File: config.mk
export PLATFORM = sky130hd
export DESIGN_NAME = serial_frame_collector
export DESIGN_NICKNAME = d
export VERILOG_FILES = /design/src/rtl/serial_frame_collector.sv
export SDC_FILE = /design/constraint.sdc
export NUM_CORES = 1
export LEC_CHECK = 0
export ABC_CLOCK_PERIOD_IN_PS = 2700
export CAP_MARGIN = 20
export CORE_MARGIN = 4
export CORE_UTILIZATION = 23
export CTS_CLUSTER_DIAMETER = 150
export DETAILED_ROUTE_END_ITERATION = 7
export PLACE_DENSITY = 0.41
export SLEW_MARGIN = 10
export SYNTH_ARGS = -nofsm -noshare
export SYNTH_HDL_FRONTEND = slang
export SYNTH_SLANG_ARGS = --single-unit
File: constraint.sdc
create_clock -name i_clk -period 2.7 [get_ports i_clk]
set_clock_uncertainty 0.2 [all_clocks]
set_input_delay 0.81 -clock i_clk [delete_from_list [all_inputs] [get_ports i_clk]]
set_output_delay 0.81 -clock i_clk [all_outputs]
set_load 0.1 [all_outputs]
File: src/rtl/serial_frame_collector.sv
// ============================================================================
// serial_frame_collector
//
// Purpose:
//     Consumes a one-bit-per-cycle serial stream, hunts for a sync word, then
//     packs the following bits into WIDTH-bit words. A frame is one sync word
//     followed by FRAME_WORDS data words, after which hunting resumes. A single
//     output register absorbs consumer stalls; a completed word that would
//     overwrite an unaccepted one is dropped, flagged, and the frame abandoned.
//
// Parameters:
//     WIDTH       - bits per word and width of the sync pattern (>= 2)
//     SYNC_WORD   - sync pattern in natural word order
//     FRAME_WORDS - data words per frame after the sync word (>= 1)
//     MSB_FIRST   - 1: first received bit lands in bit WIDTH-1; 0: in bit 0
//
// Ports:
//     i_clk        - clock, rising edge
//     i_rst        - synchronous active-high reset
//     i_ser_in     - serial data bit
//     i_ser_valid  - i_ser_in valid this cycle (no upstream backpressure)
//     o_word_data  - assembled data word
//     o_word_valid - o_word_data valid
//     i_word_ready - consumer accepts when o_word_valid && i_word_ready
//     o_word_last  - word is the final one of its frame (qualified by valid)
//     o_locked     - high while collecting a frame
//     o_overflow   - one-cycle pulse when a completed word is dropped
// ============================================================================
module serial_frame_collector #(
    parameter int               WIDTH       = 8,
    parameter logic [WIDTH-1:0] SYNC_WORD   = 8'hA5,
    parameter int               FRAME_WORDS = 4,
    parameter bit               MSB_FIRST   = 1'b1
) (
    input  logic             i_clk,
    input  logic             i_rst,
    input  logic             i_ser_in,
    input  logic             i_ser_valid,
    output logic [WIDTH-1:0] o_word_data,
    output logic             o_word_valid,
    input  logic             i_word_ready,
    output logic             o_word_last,
    output logic             o_locked,
    output logic             o_overflow
);

    localparam int BW = $clog2(WIDTH);
    localparam int CW = $clog2(FRAME_WORDS + 1);
    localparam int FW = $clog2(WIDTH + 1);

    localparam logic [BW-1:0] C_BIT_LAST  = BW'(WIDTH - 1);
    localparam logic [BW-1:0] C_BIT_ONE   = BW'(1);
    localparam logic [CW-1:0] C_WORD_LAST = CW'(FRAME_WORDS - 1);
    localparam logic [CW-1:0] C_WORD_ONE  = CW'(1);
    localparam logic [FW-1:0] C_FILL_FULL = FW'(WIDTH);
    localparam logic [FW-1:0] C_FILL_ONE  = FW'(1);

    typedef enum logic {
        HUNT    = 1'b0,
        COLLECT = 1'b1
    } state_t;

    state_t           r_state;
    state_t           w_state_next;

    // One shift register serves as the sync window in HUNT and as the word
    // assembly register in COLLECT; after a match bit_cnt restarts at zero, so
    // every collected word is built from WIDTH fresh bits.
    logic [WIDTH-1:0] r_shift;
    logic [WIDTH-1:0] w_shift_next;
    logic [FW-1:0]    r_fill_cnt;
    logic [FW-1:0]    w_fill_next;
    logic [BW-1:0]    r_bit_cnt;
    logic [CW-1:0]    r_word_cnt;

    logic [WIDTH-1:0] r_word_data;
    logic             r_word_valid;
    logic             r_word_last;
    logic             r_overflow;

    logic             w_match;
    logic             w_word_done;
    logic             w_word_is_last;
    logic             w_accept;
    logic             w_load;
    logic             w_drop;

    // Post-shift view of the window/assembly register for the current bit.
    always_comb begin
        w_shift_next = r_shift;
        if (MSB_FIRST) begin
            w_shift_next = {r_shift[WIDTH-2:0], i_ser_in};
        end else begin
            w_shift_next = {i_ser_in, r_shift[WIDTH-1:1]};
        end
    end

    // The fill count guards against matching on stale window contents left
    // over from reset or from the previous frame.
    assign w_fill_next    = (r_fill_cnt == C_FILL_FULL) ? r_fill_cnt
                                                        : r_fill_cnt + C_FILL_ONE;
    assign w_match        = (r_state == HUNT) && i_ser_valid &&
                            (w_shift_next == SYNC_WORD) && (w_fill_next == C_FILL_FULL);
    assign w_word_done    = (r_state == COLLECT) && i_ser_valid && (r_bit_cnt == C_BIT_LAST);
    assign w_word_is_last = (r_word_cnt == C_WORD_LAST);
    assign w_accept       = r_word_valid && i_word_ready;
    assign w_load         = w_word_done && (!r_word_valid || i_word_ready);
    assign w_drop         = w_word_done && r_word_valid && !i_word_ready;

    // State register.
    always_ff @(posedge i_clk) begin
        if (i_rst) begin
            r_state <= HUNT;
        end else begin
            r_state <= w_state_next;
        end
    end

    // Next-state logic: a dropped word abandons the frame just like the final
    // word ends it.
    always_comb begin
        w_state_next = r_state;
        case (r_state)
            HUNT: begin
                if (w_match) begin
                    w_state_next = COLLECT;
                end
            end
            COLLECT: begin
                if (w_word_done && (w_word_is_last || w_drop)) begin
                    w_state_next = HUNT;
                end
            end
            default: w_state_next = HUNT;
        endcase
    end

    // Datapath: shift register, counters and the one-entry output register.
    // fill_cnt is held at zero throughout COLLECT, so re-entering HUNT always
    // starts a fresh WIDTH-bit fill.
    always_ff @(posedge i_clk) begin
        if (i_rst) begin
            r_shift      <= '0;
            r_fill_cnt   <= '0;
            r_bit_cnt    <= '0;
            r_word_cnt   <= '0;
            r_word_data  <= '0;
            r_word_valid <= 1'b0;
            r_word_last  <= 1'b0;
            r_overflow   <= 1'b0;
        end else begin
            if (i_ser_valid) begin
                r_shift <= w_shift_next;
            end

            if (r_state == HUNT) begin
                if (i_ser_valid) begin
                    r_fill_cnt <= w_match ? '0 : w_fill_next;
                end
                if (w_match) begin
                    r_bit_cnt  <= '0;
                    r_word_cnt <= '0;
                end
            end else begin
                r_fill_cnt <= '0;
                if (i_ser_valid) begin
                    r_bit_cnt <= w_word_done ? '0 : r_bit_cnt + C_BIT_ONE;
                end
                if (w_word_done) begin
                    r_word_cnt <= r_word_cnt + C_WORD_ONE;
                end
            end

            if (w_load) begin
                r_word_data  <= w_shift_next;
                r_word_valid <= 1'b1;
                r_word_last  <= w_word_is_last;
            end else if (w_accept) begin
                r_word_valid <= 1'b0;
                r_word_last  <= 1'b0;
            end

            r_overflow <= w_drop;
        end
    end

    // Output decode; every output comes straight from a register.
    always_comb begin
        o_locked     = (r_state == COLLECT);
        o_word_data  = r_word_data;
        o_word_valid = r_word_valid;
        o_word_last  = r_word_last;
        o_overflow   = r_overflow;
    end

endmodule

==> out/results.txt <==
The gate count after technology mapping was 136; the number of design rule violations left after detail routing was 0. Yosys attributes the largest share of cell area to sky130_fd_sc_hd__dfxtp_1, sky130_fd_sc_hd__mux2i_1, sky130_fd_sc_hd__ha_1, sky130_fd_sc_hd__nor2_1, sky130_fd_sc_hd__nand2_1. The path with the worst hold slack has its endpoint at r_word_cnt[2].

The startpoint identified for the worst register-to-register timing path is r_fill_cnt[0]. After legalization and detailed placement, the total HPWL measured 2090 um. Timing analysis after detailed placement gives a worst setup slack of 0.0506 ns. The run gives 0.0873 as the total track usage. The number of nets in the synthesized netlist is 147. In the synthesized netlist, the cells that appear most often are sky130_fd_sc_hd__dfxtp_1, sky130_fd_sc_hd__mux2i_1, sky130_fd_sc_hd__nor2_1.

The synthesis-to-layout area growth came out at 25.1%. The H-tree was split into 2 levels. The highest clock rate came out at 422 MHz. The most common cell in the netlist was sky130_fd_sc_hd__dfxtp_1. Setup repair after global routing left no endpoint under its margin.

Count of cells resized by post-cts repair: 0. Setup violations remaining at the end of the flow were counted as 0. The run finished with clean final reports.

The die covers 7010 um2. Dividing the detail-routed wire length by the instance count gives 12.6 um. The number of cells on the worst reg-to-reg path is 6.

TritonCTS built the clock tree. For this design, the CTS-stage hold fixing added 0 buffers. During placement, the flow inserted port buffers numbering 16. After the last flow step, the layout net total stands at 167. The number of global-route vias before repair came out at 1,072.

For the relative slew slack, the log shows 0.606. The type of origin of the critical path is an input port. By startpoint and endpoint, the worst setup path is classified as in -> reg.

For the worst setup path, the data arrival time is 2.35 ns. Buffers inserted during clock tree synthesis total 5. Detailed routing inserted a total of 1,024 vias. The run gives 5010 um as the first-pass GRT wire length. Pin placement for this block handled 17 I/O pins. Global routing finished with a remaining overflow of 0. The area share of the largest cell type after synthesis was 0.440; the post-CTS setup repair buffer count was 0.

In this run the critical register-to-register path is captured at r_bit_cnt[0]. The worst hold path belongs to the class reg -> reg. The via-per-instance ratio was 4.47; the initial antenna violation count was 0.

The fraction of the cycle the final worst path needs is 0.877, and the met2 wirelength from detailed routing is 1370 um. The detailed router put a total of 1350 um of wire on met1. In the synthesized netlist the dominant register cell turns out to be sky130_fd_sc_hd__dfxtp_1.

VDD sags by at most 0.308 mV. Entering global routing, the biggest net connects 17 pins. The worst hold path was traced through 2 stages. The die boundary height came out at 83.7 um. Final cell area excluding filler cells: 1650 um2.

The detailed router used layers up to and including met4. The ratio of total power to cell area works out to 543 nW/um2. The synthesized design contains 0 enable-type register cells. For the number of iterations in the first detailed-routing pass, the log shows 4. After floorplanning, the core was sized to cover 5540 um2. The longest clock path from root to sink contains 2 buffers.

The routed design has 2890 um of wire. The final weighted congestion in routability-driven placement came out at 0.749. The starting density of the core came out at 0.238. The root buffer selected by CTS is sky130_fd_sc_hd__clkbuf_8. The initialized floorplan defines 27 standard-cell rows.

0 antenna diodes ended up in the layout. After the first detailed-routing iteration, the DRC count stood at 52. In this run the register-to-register setup slack is 0.53 ns.

The number of pins exceeding their max-slew limit in the final report is 0. STA classifies the critical path endpoint as a flop. In this run the horizontal extent of the chip is 83.7 um. For the number of max-capacitance violations reported, the log shows 0. The count of nets left with antenna violations once routing finished came out at 0.

Count of state elements after synthesis: 29. For the finished layout, the period the worst path requires is 2.37 ns. During synthesis, Yosys emitted a total of 0 warnings. The share of layout cells above drive strength 1 works out to 0.172. In the final timing run, aggregate negative setup slack is 0 ns. The run gives 1550 um2 as the area of placed instances.

Cell leakage power: 0.655 nW. For the number of library cell types mapped by synthesis, the log shows 35. The detailed route wirelength on metal3 is 113 um.

The startpoint of the most critical hold path was r_word_cnt[2]. Clock-pin slew was measured on the worst setup and hold paths at 0.07 ns. In this run the cell area of the synthesized design comes to 1320 um2.

The average instance in the mapped netlist occupies 9.70 um2. STA puts the critical path data required time at 2.68 ns. The async set or reset register ratio after synthesis was 0; the sequential area share after synthesis was 0.440.

The number of hold violations in the final report is 0. The synthesized design spends more area on one cell type than any other, namely sky130_fd_sc_hd__dfxtp_1. At the later pin of the worst-skew pair, clock insertion delay measures 0.28 ns. For the pin with the worst max-slew slack, the measured transition is 0.590 ns. Of all nets on the critical path, the largest fanout is 6. The number of clock sinks is 29. The tools report the final setup slack of the worst path as 0.332 ns.
-- cells in the final DEF (no fill, tap or decap), drive strengths merged, types with 3 or more instances in the layout --
cell,Yosys,final
a211oi,3,3
a21oi,5,5
buf,3,16
clkbuf,4,7
clkdlybuf4s50,0,4
dfxtp,29,29
ha,6,6
inv,4,4
mux2i,19,19
nand2,8,8
nand2b,3,3
nand3,4,4
nor2,18,18
nor3,4,4
-- worst max-delay path, stage by stage --
cell	delay, ns
sky130_fd_sc_hd__clkdlybuf4s50_1	0.53
sky130_fd_sc_hd__and4bb_1	0.22
sky130_fd_sc_hd__nand4_2	0.20
sky130_fd_sc_hd__o31a_1	0.36
sky130_fd_sc_hd__a31o_1	0.21
-- cells by family (layout without fill, tap and decap cells) --
group | Yosys count | count (layout) | synth area share
compound gates | 18 | 18 | 0.0987
xor+xnor | 3 | 3 | 0.0199
fa+ha+maj | 6 | 6 | 0.0569
buf+inv | 11 | 32 | 0.0360
flops | 29 | 29 | 0.440
mux | 19 | 19 | 0.144
simple gates | 50 | 50 | 0.204
-- power breakdown --
| part | internal, mW | total, mW | switching, mW | leakage (nW) |
|---|---|---|---|---|
| Sequential | 0.433 | 0.440 | 0.00641 | 0.234 |
| Combinational | 0.0232 | 0.0551 | 0.0318 | 0.367 |
| Clock | 0.230 | 0.402 | 0.172 | 0.0542 |
-- registers in the layout, indices dropped and copies added (netlist names) --
name,flops
r_bit_cnt,3
o_locked,1
r_shift,7
o_overflow,1
r_fill_cnt,4
r_word_cnt,3
o_word_valid,1
o_word_data,8
o_word_last,1
-- worst max path at each step --
stage	slack [ns]	from	end
after floorplan	0.44	o_locked	o_word_data[4]
after global placement	0.09	i_ser_valid	r_bit_cnt[0]
after detailed placement	0.05	i_ser_valid	r_bit_cnt[0]
after CTS	0.35	i_ser_valid	r_bit_cnt[0]
after global routing	0.31	i_ser_valid	r_bit_cnt[0]
final	0.33	i_ser_valid	r_bit_cnt[0]
-- stage by stage --
| step | instances | power (mW) | utilization | hold WS (ns) |
|---|---|---|---|---|
| floorplan | 136 | 0.486 | - | 0.238 |
| global placement | 221 | 0.504 | 0.280 | 0.247 |
| detailed placement | 221 | 0.505 | 0.280 | 0.263 |
| CTS | 229 | 0.908 | 0.298 | 0.272 |
| global route | 229 | 0.935 | 0.298 | 0.313 |
| finish | 229 | 0.897 | 0.298 | 0.267 |
-- layout make-up --
class,count,area (um2)
multi-input cells,96,691
inverters,4,15.0
flip-flops and latches,29,581
clock buffers,7,96.3
clock inverters,1,5.00
repair buffers,20,173
well taps,72,90.1
fillers,616,3890
-- layer usage --
layer / track usage / up-vias
li1: - / 524
met1: 0.102 / 477
met2: 0.144 / 18
met3: 0.0286 / 5
met4: 0.0395 / 0
met5: 0 / -
No activity file was read; power rests on OpenSTA's default activity.
